$ cat config.mk
export PLATFORM = sky130hd
export DESIGN_NAME = uart_program_loader
export DESIGN_NICKNAME = d
export VERILOG_FILES = /design/src/rtl/uart_program_loader.sv
export SDC_FILE = /design/constraint.sdc
export NUM_CORES = 1
export LEC_CHECK = 0
export CORE_MARGIN = 5
export CORE_UTILIZATION = 40
export CTS_BUF_LIST = sky130_fd_sc_hd__clkbuf_4
export DETAILED_ROUTE_END_ITERATION = 16
export GPL_TIMING_DRIVEN = 0
export MAX_ROUTING_LAYER = met4
export PLACE_DENSITY = 0.65
export SLEW_MARGIN = 40
export SYNTH_ARGS = -nofsm -noshare
export SYNTH_HDL_FRONTEND = slang
export SYNTH_SLANG_ARGS = --single-unit
$ cat constraint.sdc
create_clock -name i_clk -period 2.3 [get_ports i_clk]
set_input_delay 0.23 -clock i_clk [delete_from_list [all_inputs] [get_ports i_clk]]
set_output_delay 0.23 -clock i_clk [all_outputs]
set_load 0.03 [all_outputs]
$ cat src/rtl/uart_program_loader.sv
// ============================================================================
// Module   : uart_program_loader
// Purpose  : Runs the UART "load program" command. It packs little-endian bytes
//            into 32-bit words, writes them to instruction memory and returns
//            an ASCII reply byte.
// Revision : 1.0 - initial release
// ============================================================================
`default_nettype none

module uart_program_loader #(
    parameter int          ADDR_WIDTH      = 32,
    parameter int          MAX_INSTRUCTION = 64,
    parameter logic [7:0]  CMD_LOAD        = 8'h07,
    parameter int          TIMEOUT_CYCLES  = 1000000
) (
    input  logic                  i_clk,
    input  logic                  i_rst_n,
    input  logic [7:0]            i_rx_data,
    input  logic                  i_rx_valid,
    input  logic                  i_enable,
    input  logic                  i_tx_busy,
    output logic [7:0]            o_tx_data,
    output logic                  o_tx_start,
    output logic                  o_imem_we,
    output logic [ADDR_WIDTH-1:0] o_imem_addr,
    output logic [31:0]           o_imem_data,
    output logic                  o_busy,
    output logic                  o_done,
    output logic                  o_error,
    output logic [7:0]            o_instr_count
);

    localparam int         TO_W    = $clog2(TIMEOUT_CYCLES + 1);
    localparam logic [7:0] C_ACK_R = 8'h52;
    localparam logic [7:0] C_ACK_E = 8'h45;

    typedef enum logic [2:0] {
        S_IDLE  = 3'd0,
        S_COUNT = 3'd1,
        S_BYTE  = 3'd2,
        S_WRITE = 3'd3,
        S_ACK   = 3'd4,
        S_ERR   = 3'd5
    } state_t;

    state_t                r_state, w_state_nxt;
    logic [7:0]            r_n, w_n_nxt;
    logic [6:0]            r_word_idx, w_word_idx_nxt;
    logic [1:0]            r_byte_idx, w_byte_idx_nxt;
    logic [31:0]           r_word, w_word_nxt;
    logic [TO_W-1:0]       r_to_cnt, w_to_cnt_nxt;
    logic [7:0]            r_tx_data, w_tx_data_nxt;
    logic                  r_tx_start, w_tx_start_nxt;
    logic                  r_imem_we, w_imem_we_nxt;
    logic [ADDR_WIDTH-1:0] r_imem_addr, w_imem_addr_nxt;
    logic [31:0]           r_imem_data, w_imem_data_nxt;
    logic                  r_busy, w_busy_nxt;
    logic                  r_done, w_done_nxt;
    logic                  r_error, w_error_nxt;
    logic [7:0]            r_instr_count, w_instr_count_nxt;

    logic w_timeout;
    logic w_last_word;

    // Timeout fires after TIMEOUT_CYCLES consecutive cycles without a byte.
    assign w_timeout   = (r_to_cnt == TO_W'(TIMEOUT_CYCLES - 1));
    assign w_last_word = ({1'b0, r_word_idx} == (r_n - 8'd1));

    always_comb begin
        w_state_nxt       = r_state;
        w_n_nxt           = r_n;
        w_word_idx_nxt    = r_word_idx;
        w_byte_idx_nxt    = r_byte_idx;
        w_word_nxt        = r_word;
        w_to_cnt_nxt      = r_to_cnt;
        w_tx_data_nxt     = r_tx_data;
        w_tx_start_nxt    = 1'b0;
        w_imem_we_nxt     = 1'b0;
        w_imem_addr_nxt   = r_imem_addr;
        w_imem_data_nxt   = r_imem_data;
        w_done_nxt        = 1'b0;
        w_error_nxt       = 1'b0;
        w_instr_count_nxt = r_instr_count;

        case (r_state)
            S_IDLE: begin
                w_to_cnt_nxt = '0;
                if (i_rx_valid && i_enable && (i_rx_data == CMD_LOAD)) begin
                    w_state_nxt       = S_COUNT;
                    w_instr_count_nxt = 8'd0;
                end
            end
            S_COUNT: begin
                if (i_rx_valid) begin
                    w_n_nxt      = i_rx_data;
                    w_to_cnt_nxt = '0;
                    if (i_rx_data == 8'd0) begin
                        w_state_nxt = S_ACK;
                    end else if (int'(i_rx_data) > MAX_INSTRUCTION) begin
                        w_state_nxt = S_ERR;
                    end else begin
                        w_word_idx_nxt = 7'd0;
                        w_byte_idx_nxt = 2'd0;
                        w_state_nxt    = S_BYTE;
                    end
                end else if (w_timeout) begin
                    w_state_nxt = S_ERR;
                end else begin
                    w_to_cnt_nxt = r_to_cnt + TO_W'(1);
                end
            end
            S_BYTE: begin
                if (i_rx_valid) begin
                    w_to_cnt_nxt = '0;
                    w_word_nxt[8*r_byte_idx +: 8] = i_rx_data;
                    if (r_byte_idx == 2'd3) begin
                        // Outputs are registered, so the strobe is loaded on entry to WRITE.
                        w_state_nxt       = S_WRITE;
                        w_imem_we_nxt     = 1'b1;
                        w_imem_addr_nxt   = ADDR_WIDTH'({r_word_idx, 2'b00});
                        w_imem_data_nxt   = {i_rx_data, r_word[23:0]};
                        w_instr_count_nxt = {1'b0, r_word_idx} + 8'd1;
                    end else begin
                        w_byte_idx_nxt = r_byte_idx + 2'd1;
                    end
                end else if (w_timeout) begin
                    w_state_nxt = S_ERR;
                end else begin
                    w_to_cnt_nxt = r_to_cnt + TO_W'(1);
                end
            end
            S_WRITE: begin
                w_word_idx_nxt = r_word_idx + 7'd1;
                w_byte_idx_nxt = 2'd0;
                w_to_cnt_nxt   = '0;
                if (w_last_word) begin
                    w_state_nxt = S_ACK;
                end else begin
                    w_state_nxt = S_BYTE;
                    if (i_rx_valid) begin
                        w_word_nxt[7:0] = i_rx_data;
                        w_byte_idx_nxt  = 2'd1;
                    end
                end
            end
            S_ACK: begin
                if (!i_tx_busy) begin
                    w_tx_start_nxt = 1'b1;
                    w_tx_data_nxt  = C_ACK_R;
                    w_done_nxt     = 1'b1;
                    w_state_nxt    = S_IDLE;
                end
            end
            S_ERR: begin
                if (!i_tx_busy) begin
                    w_tx_start_nxt = 1'b1;
                    w_tx_data_nxt  = C_ACK_E;
                    w_error_nxt    = 1'b1;
                    w_state_nxt    = S_IDLE;
                end
            end
            default: begin
                w_state_nxt = S_IDLE;
            end
        endcase

        w_busy_nxt = (w_state_nxt != S_IDLE);
    end

    always_ff @(posedge i_clk or negedge i_rst_n) begin
        if (!i_rst_n) begin
            r_state       <= S_IDLE;
            r_n           <= 8'd0;
            r_word_idx    <= 7'd0;
            r_byte_idx    <= 2'd0;
            r_word        <= 32'd0;
            r_to_cnt      <= '0;
            r_tx_data     <= 8'd0;
            r_tx_start    <= 1'b0;
            r_imem_we     <= 1'b0;
            r_imem_addr   <= '0;
            r_imem_data   <= 32'd0;
            r_busy        <= 1'b0;
            r_done        <= 1'b0;
            r_error       <= 1'b0;
            r_instr_count <= 8'd0;
        end else begin
            r_state       <= w_state_nxt;
            r_n           <= w_n_nxt;
            r_word_idx    <= w_word_idx_nxt;
            r_byte_idx    <= w_byte_idx_nxt;
            r_word        <= w_word_nxt;
            r_to_cnt      <= w_to_cnt_nxt;
            r_tx_data     <= w_tx_data_nxt;
            r_tx_start    <= w_tx_start_nxt;
            r_imem_we     <= w_imem_we_nxt;
            r_imem_addr   <= w_imem_addr_nxt;
            r_imem_data   <= w_imem_data_nxt;
            r_busy        <= w_busy_nxt;
            r_done        <= w_done_nxt;
            r_error       <= w_error_nxt;
            r_instr_count <= w_instr_count_nxt;
        end
    end

    assign o_tx_data     = r_tx_data;
    assign o_tx_start    = r_tx_start;
    assign o_imem_we     = r_imem_we;
    assign o_imem_addr   = r_imem_addr;
    assign o_imem_data   = r_imem_data;
    assign o_busy        = r_busy;
    assign o_done        = r_done;
    assign o_error       = r_error;
    assign o_instr_count = r_instr_count;

endmodule

`default_nettype wire
# Word-level counts from Yosys, hierarchy flattened
# Cells that the tools add are included.
# op_classes
reduce_logical	23
shift	2
n_eq_ne	21
add_sub_neg	6
magnitude_cmp	1
muxes	44
# op_table
op	n
$mux 8	8
$pmux 8 s2	3
$mux 20	2
$pmux 20 s2	1
$neg 5->34	1
$shift 8x34->32 const A	1
$shiftx 8x34->32	1
$bwmux 32	1
$mux 3	9
$ne 2x2->1 const B	11
$mux 7	3
$add 20x1->20 const B	1
$eq 20x20->1 const B	1
$pmux 3 s5	1
$pmux 7 s2	1
$reduce_and 4->1	3
$mux 2	5
$reduce_bool 2->1	5
$mux 1	9
$add 7x1->8 const B	1
$eq 7x8->1	1
$eq 8x3->1 const B	1
$gt 8x7->1 const B	1
$logic_not 8->1	1
16 further kinds	25
# totals
regBits	132
word_cells	113
input_bits	13

# Logic depth before layout (Yosys ltp)
# depth
ltp_word	6
depth_mapped	8

# Worst setup path after synthesis
# No wires, ideal clock.
# synth_path
kind	register to register
startpoint	register r_to_cnt[0]
endpoint	register r_to_cnt[18]
t_arrival_ns	2.151
path_stages_with_launch	8
setup_ns	0.078
n_path_buf	1
path_slack_ns	0.071
synth_period_minus_slack_ns	2.229
cell_sequence	dfrtp_1 > ha_1 > nand3_2 > or4_1 > buf_2 > a311oi_1 > or4b_1 > a21oi_1
# synth_via
elab_chain_len	4
elab_cells_between_ends	7
# synth_rtl
item	line_no	source
from (decl)	51	logic [TO_W-1:0] r_to_cnt, w_to_cnt_nxt;
from (signal assigned)	193	r_to_cnt <= w_to_cnt_nxt;
$add 20x1->20	109, 129	
$mux 20	106, 126	
$mux 20	113	if (i_rx_valid) begin
$pmux 20 s2	85	case (r_state)
# Several ways; a longest one is shown, not always the timed one. The select of a mux whose other input is x is not followed.
# A chain may end at the register's enable or synchronous reset.

# Final worst setup path
# layout_path
startpoint	register r_to_cnt[12]
endpoint	register r_busy, in the netlist o_busy
# layout_via
elab_chain_len	5
elab_cells_between_ends	6
# layout_rtl
item	line_no	source
$eq 20x20->1 *	66	assign w_timeout = (r_to_cnt == TO_W'(TIMEOUT_CYCLES - 1));
$mux 3 *	106, 126	
$mux 3 (on tied branches)	113, 94	
$pmux 3 s5 *	85	
$reduce_bool 3->1 *	167	w_busy_nxt = (w_state_nxt != S_IDLE);
named net w_busy_nxt	57	logic r_busy, w_busy_nxt;
to (signal assigned)	199	r_busy <= w_busy_nxt;
to (decl)	57	
# Mark *: on every way through the listed nets, which the timed path passes. The rest lies on a longest branch.

==> impl_metrics.toml <==
[outcome]
status = "finished clean"

[sta]
max_slew_margin = 0.500
fin_hold_ws_ps = 114
setup-violations-final = 0
hold_viol_final = 0
worstMarginPinSlew_ps = 742
layout_worst_path_cycle_share = 0.995
drv_slew = 0
final.setup.worst_slack_ps = 12.1
grt_setup_unrepaired = "true"
skew_ps = 18.3
fin_crit_ps = 2290
fmax_ghz = 0.437

[placement]
hpwl_um = 10100
post-place-ws_ps = -418
io_buffers = 66
placed_area_mm2 = 0.00689
place.gp.congestion = 0.872

[worst_setup_path]
worstSetupPathType = "reg -> reg"
critPathRequiredTime_ps = 2700
cp-start-kind = "flop"
worstSetupEndpointType = "flop"
cpLargestDelayFamily = "simple AND/OR/NAND/NOR gates"
cp_slowest_cell = "or4b_4"
cp_num_buf_inv = 0
worstPathArrival_ps = 2690
crit_fanout = 4
path_cells = "or4b_4 -> nor4_4 -> nand2_1 -> a221o_1 -> or4_4"
cpPeakStageDelay_ps = 550

[synthesis]
syn-cell-area_mm2 = 0.00585
synth-edff-count = 0
ys_ff_latch = 119
synth_top_flop_cell = "dfrtp_1"
ys_warn_count = 0
yosysUniqueCellTypes = 57
ys_seq_area_frac = 0.509
ys_async_sr_fraction = 1.00
syn_area_per_cell_um2 = 10.3
syn_inst = 569

[drt]
firstDrtPassIters = 5
via_count = 4698
drtIter0Drc = 251
drt_wl_total_um = 14500
wl_per_cell_um = 16.3
ant_nets = 0
drc_errors = 0
avgViaCountPerCell = 5.28

[global_route]
grt_pass1_wl_um = 23300
grt_max_degree = 77
grt_pass1_vias = 4674
globalRouteTotalUtil = 0.179
antenna_found_initial = 1
gr-total-overflow = 0

[floorplan]
fp.dieW_um = 131
ios = 98
die_h_um = 131
initial_core_util = 0.406
coreArea_mm2 = 0.0144
die_area_mm2 = 0.0172
row_count = 44

[final_layout]
fin_util = 0.510
final_area_mm2 = 0.00736
drive_above_1_share = 0.220
area_growth_pct = 25.7
fin_nets = 712

[clock_tree]
htree_levels = 4
numCtsBuffers = 17
cts-root-buf = "clkbuf_4"
clock_latency_ps = 540
clk_pin_slew_ps = 110
numClockSinks = 119
clock_path_buffers = 2
cts_tree = "built"

[power_and_ir_drop]
peakVddDrop_uv = 486
power.total_mw = 9.09
leakage_nw = 3.24
power_density_mw_per_mm2 = 1240

[job]
maxCapViolCount = 0

[worst_hold_path]
hold_class = "in -> reg"
==> flip-flops by register name, indices dropped and copies added (netlist names), 2 cells and up <==
signal / count
r_word: 24
o_imem_addr: 7
o_imem_data: 32
r_byte_idx: 2
r_word_idx: 7
r_to_cnt: 20
o_instr_count: 8
r_n: 8
r_state: 3
o_tx_data: 3
==> per-layer routing <==
metal	track usage	part of all wire	vias to the layer above
met5	-	0	-
met4	0.0859	0.032	0
met3	0.0533	0.059	39
met2	0.276	0.48	148
met1	0.216	0.43	2281
li1	-	-	2230
==> repair_timing <==
action | CTS | global route
hold endpoints to repair | 119 | 0
setup endpoints to repair | 21 | 59
gates cloned | 0 | 0
resized for setup | 19 | 10
hold buffers | 1 | 0
pin swaps | 2 | 0
setup buffers | 6 | 4
==> layout make-up <==
cell class,instances,area (um^2)
Clock buffer,19,143
Multi-Input combinational cell,413,2740
Antenna cell,1,2.50
Tap cell,184,230
Buffer,53,337
Sequential cell,119,2980
Timing Repair Buffer,78,778
Inverter,10,37.5
Fill cell,1330,7070
Clock inverter,13,109
==> Yosys cell counts (all sizes together) (3+ instances only) <==
cell type,instances,share of area
a31oi,4,0.0043
a41oi,9,0.013
nor3,6,0.0051
o2bb2ai,4,0.0060
nor3b,4,0.0051
a21o,4,0.0051
or3,6,0.0064
nor2b,11,0.012
o31ai,6,0.0077
and3,4,0.0043
o21ai,55,0.047
ha,7,0.015
mux2,45,0.087
o21a,3,0.0038
inv,10,0.0064
a21oi,29,0.025
and2,4,0.0043
nand3,18,0.016
or4,6,0.0077
nand2,79,0.051
or4b,4,0.0068
buf,40,0.047
dfrtp,119,0.51
clkbuf,14,0.0090
o41ai,3,0.0045
xnor2,9,0.013
xor2,8,0.012
nand4,4,0.0043
nor2,20,0.013
nand2b,5,0.0053
nor4,4,0.0053
==> metrics by stage <==
step	TNS (ps)	instances
2_1_floorplan	0	596
3_3_place_gp	-428630	846
3_5_place_dp	-6680	847
4_1_cts	0	886
5_1_grt	-97.5	890
6_report	0	890
==> worst register-to-register path: stages (launching register included) <==
cell and delay, ps:
dfrtp_2 440, or4b_4 550, nor4_4 220, nand2_1 140
a221o_1 360, or4_4 430
==> logic make-up (layout without fill, tap and decap cells) <==
group	count (synthesis)	in the layout	synth area share
mux	45	45	0.0866
buf+inv	64	173	0.0624
fa+ha+maj	7	7	0.0150
xor+xnor	17	17	0.0254
flops	119	119	0.509
simple gates	183	183	0.157
compound gates	133	133	0.144
other cells	1	29	0.000641
==> report_power, final <==
group          switching [mW]  internal [mW]
Clock                   0.806          0.548
Combinational            2.49           1.88
Sequential              0.565           2.80
Total                    3.86           5.23
==> layout by cell type (no fill, tap or decap), types with 4 or more instances in the layout <==
cell type,synthesis,routed
a21o_1,4,4
a21oi_1,29,28
a41oi_1,9,8
and2_1,4,4
and3_1,4,4
buf_2,10,8
buf_4,30,40
clkbuf_1,14,10
clkbuf_4,0,20
clkdlybuf4s50_1,0,65
clkinvlp_4,0,4
conb_1,1,28
dfrtp_1,119,117
ha_1,7,6
inv_1,9,9
mux2_2,43,43
nand2_1,79,79
nand2b_1,5,4
nand3_1,17,17
nand4_1,4,4
nor2_1,20,19
nor2b_1,11,11
nor3_1,6,5
o21ai_0,55,55
o2bb2ai_1,4,4
o31ai_1,6,6
or3_1,6,6
or4_1,6,4
xnor2_1,9,9
xor2_1,8,7
==> final timing paths <==
| check | from | to | slack [ps] | depth (start not counted) |
|---|---|---|---|---|
| max | r_to_cnt[12] | o_busy | 10 | 5 |
| min | i_rx_data[7] | r_word[15] | 110 | 3 |
| max reg2reg | r_to_cnt[12] | o_busy | 10 | 5 |
| min reg2reg | o_tx_data[6] | o_tx_data[6] | 480 | 1 |
| max in group asynchronous | i_rst_n | r_to_cnt[4] | 1470 | 3 |
| min in group asynchronous | i_rst_n | o_imem_data[3] | 160 | 2 |
(Power assumes the default switching activity.)
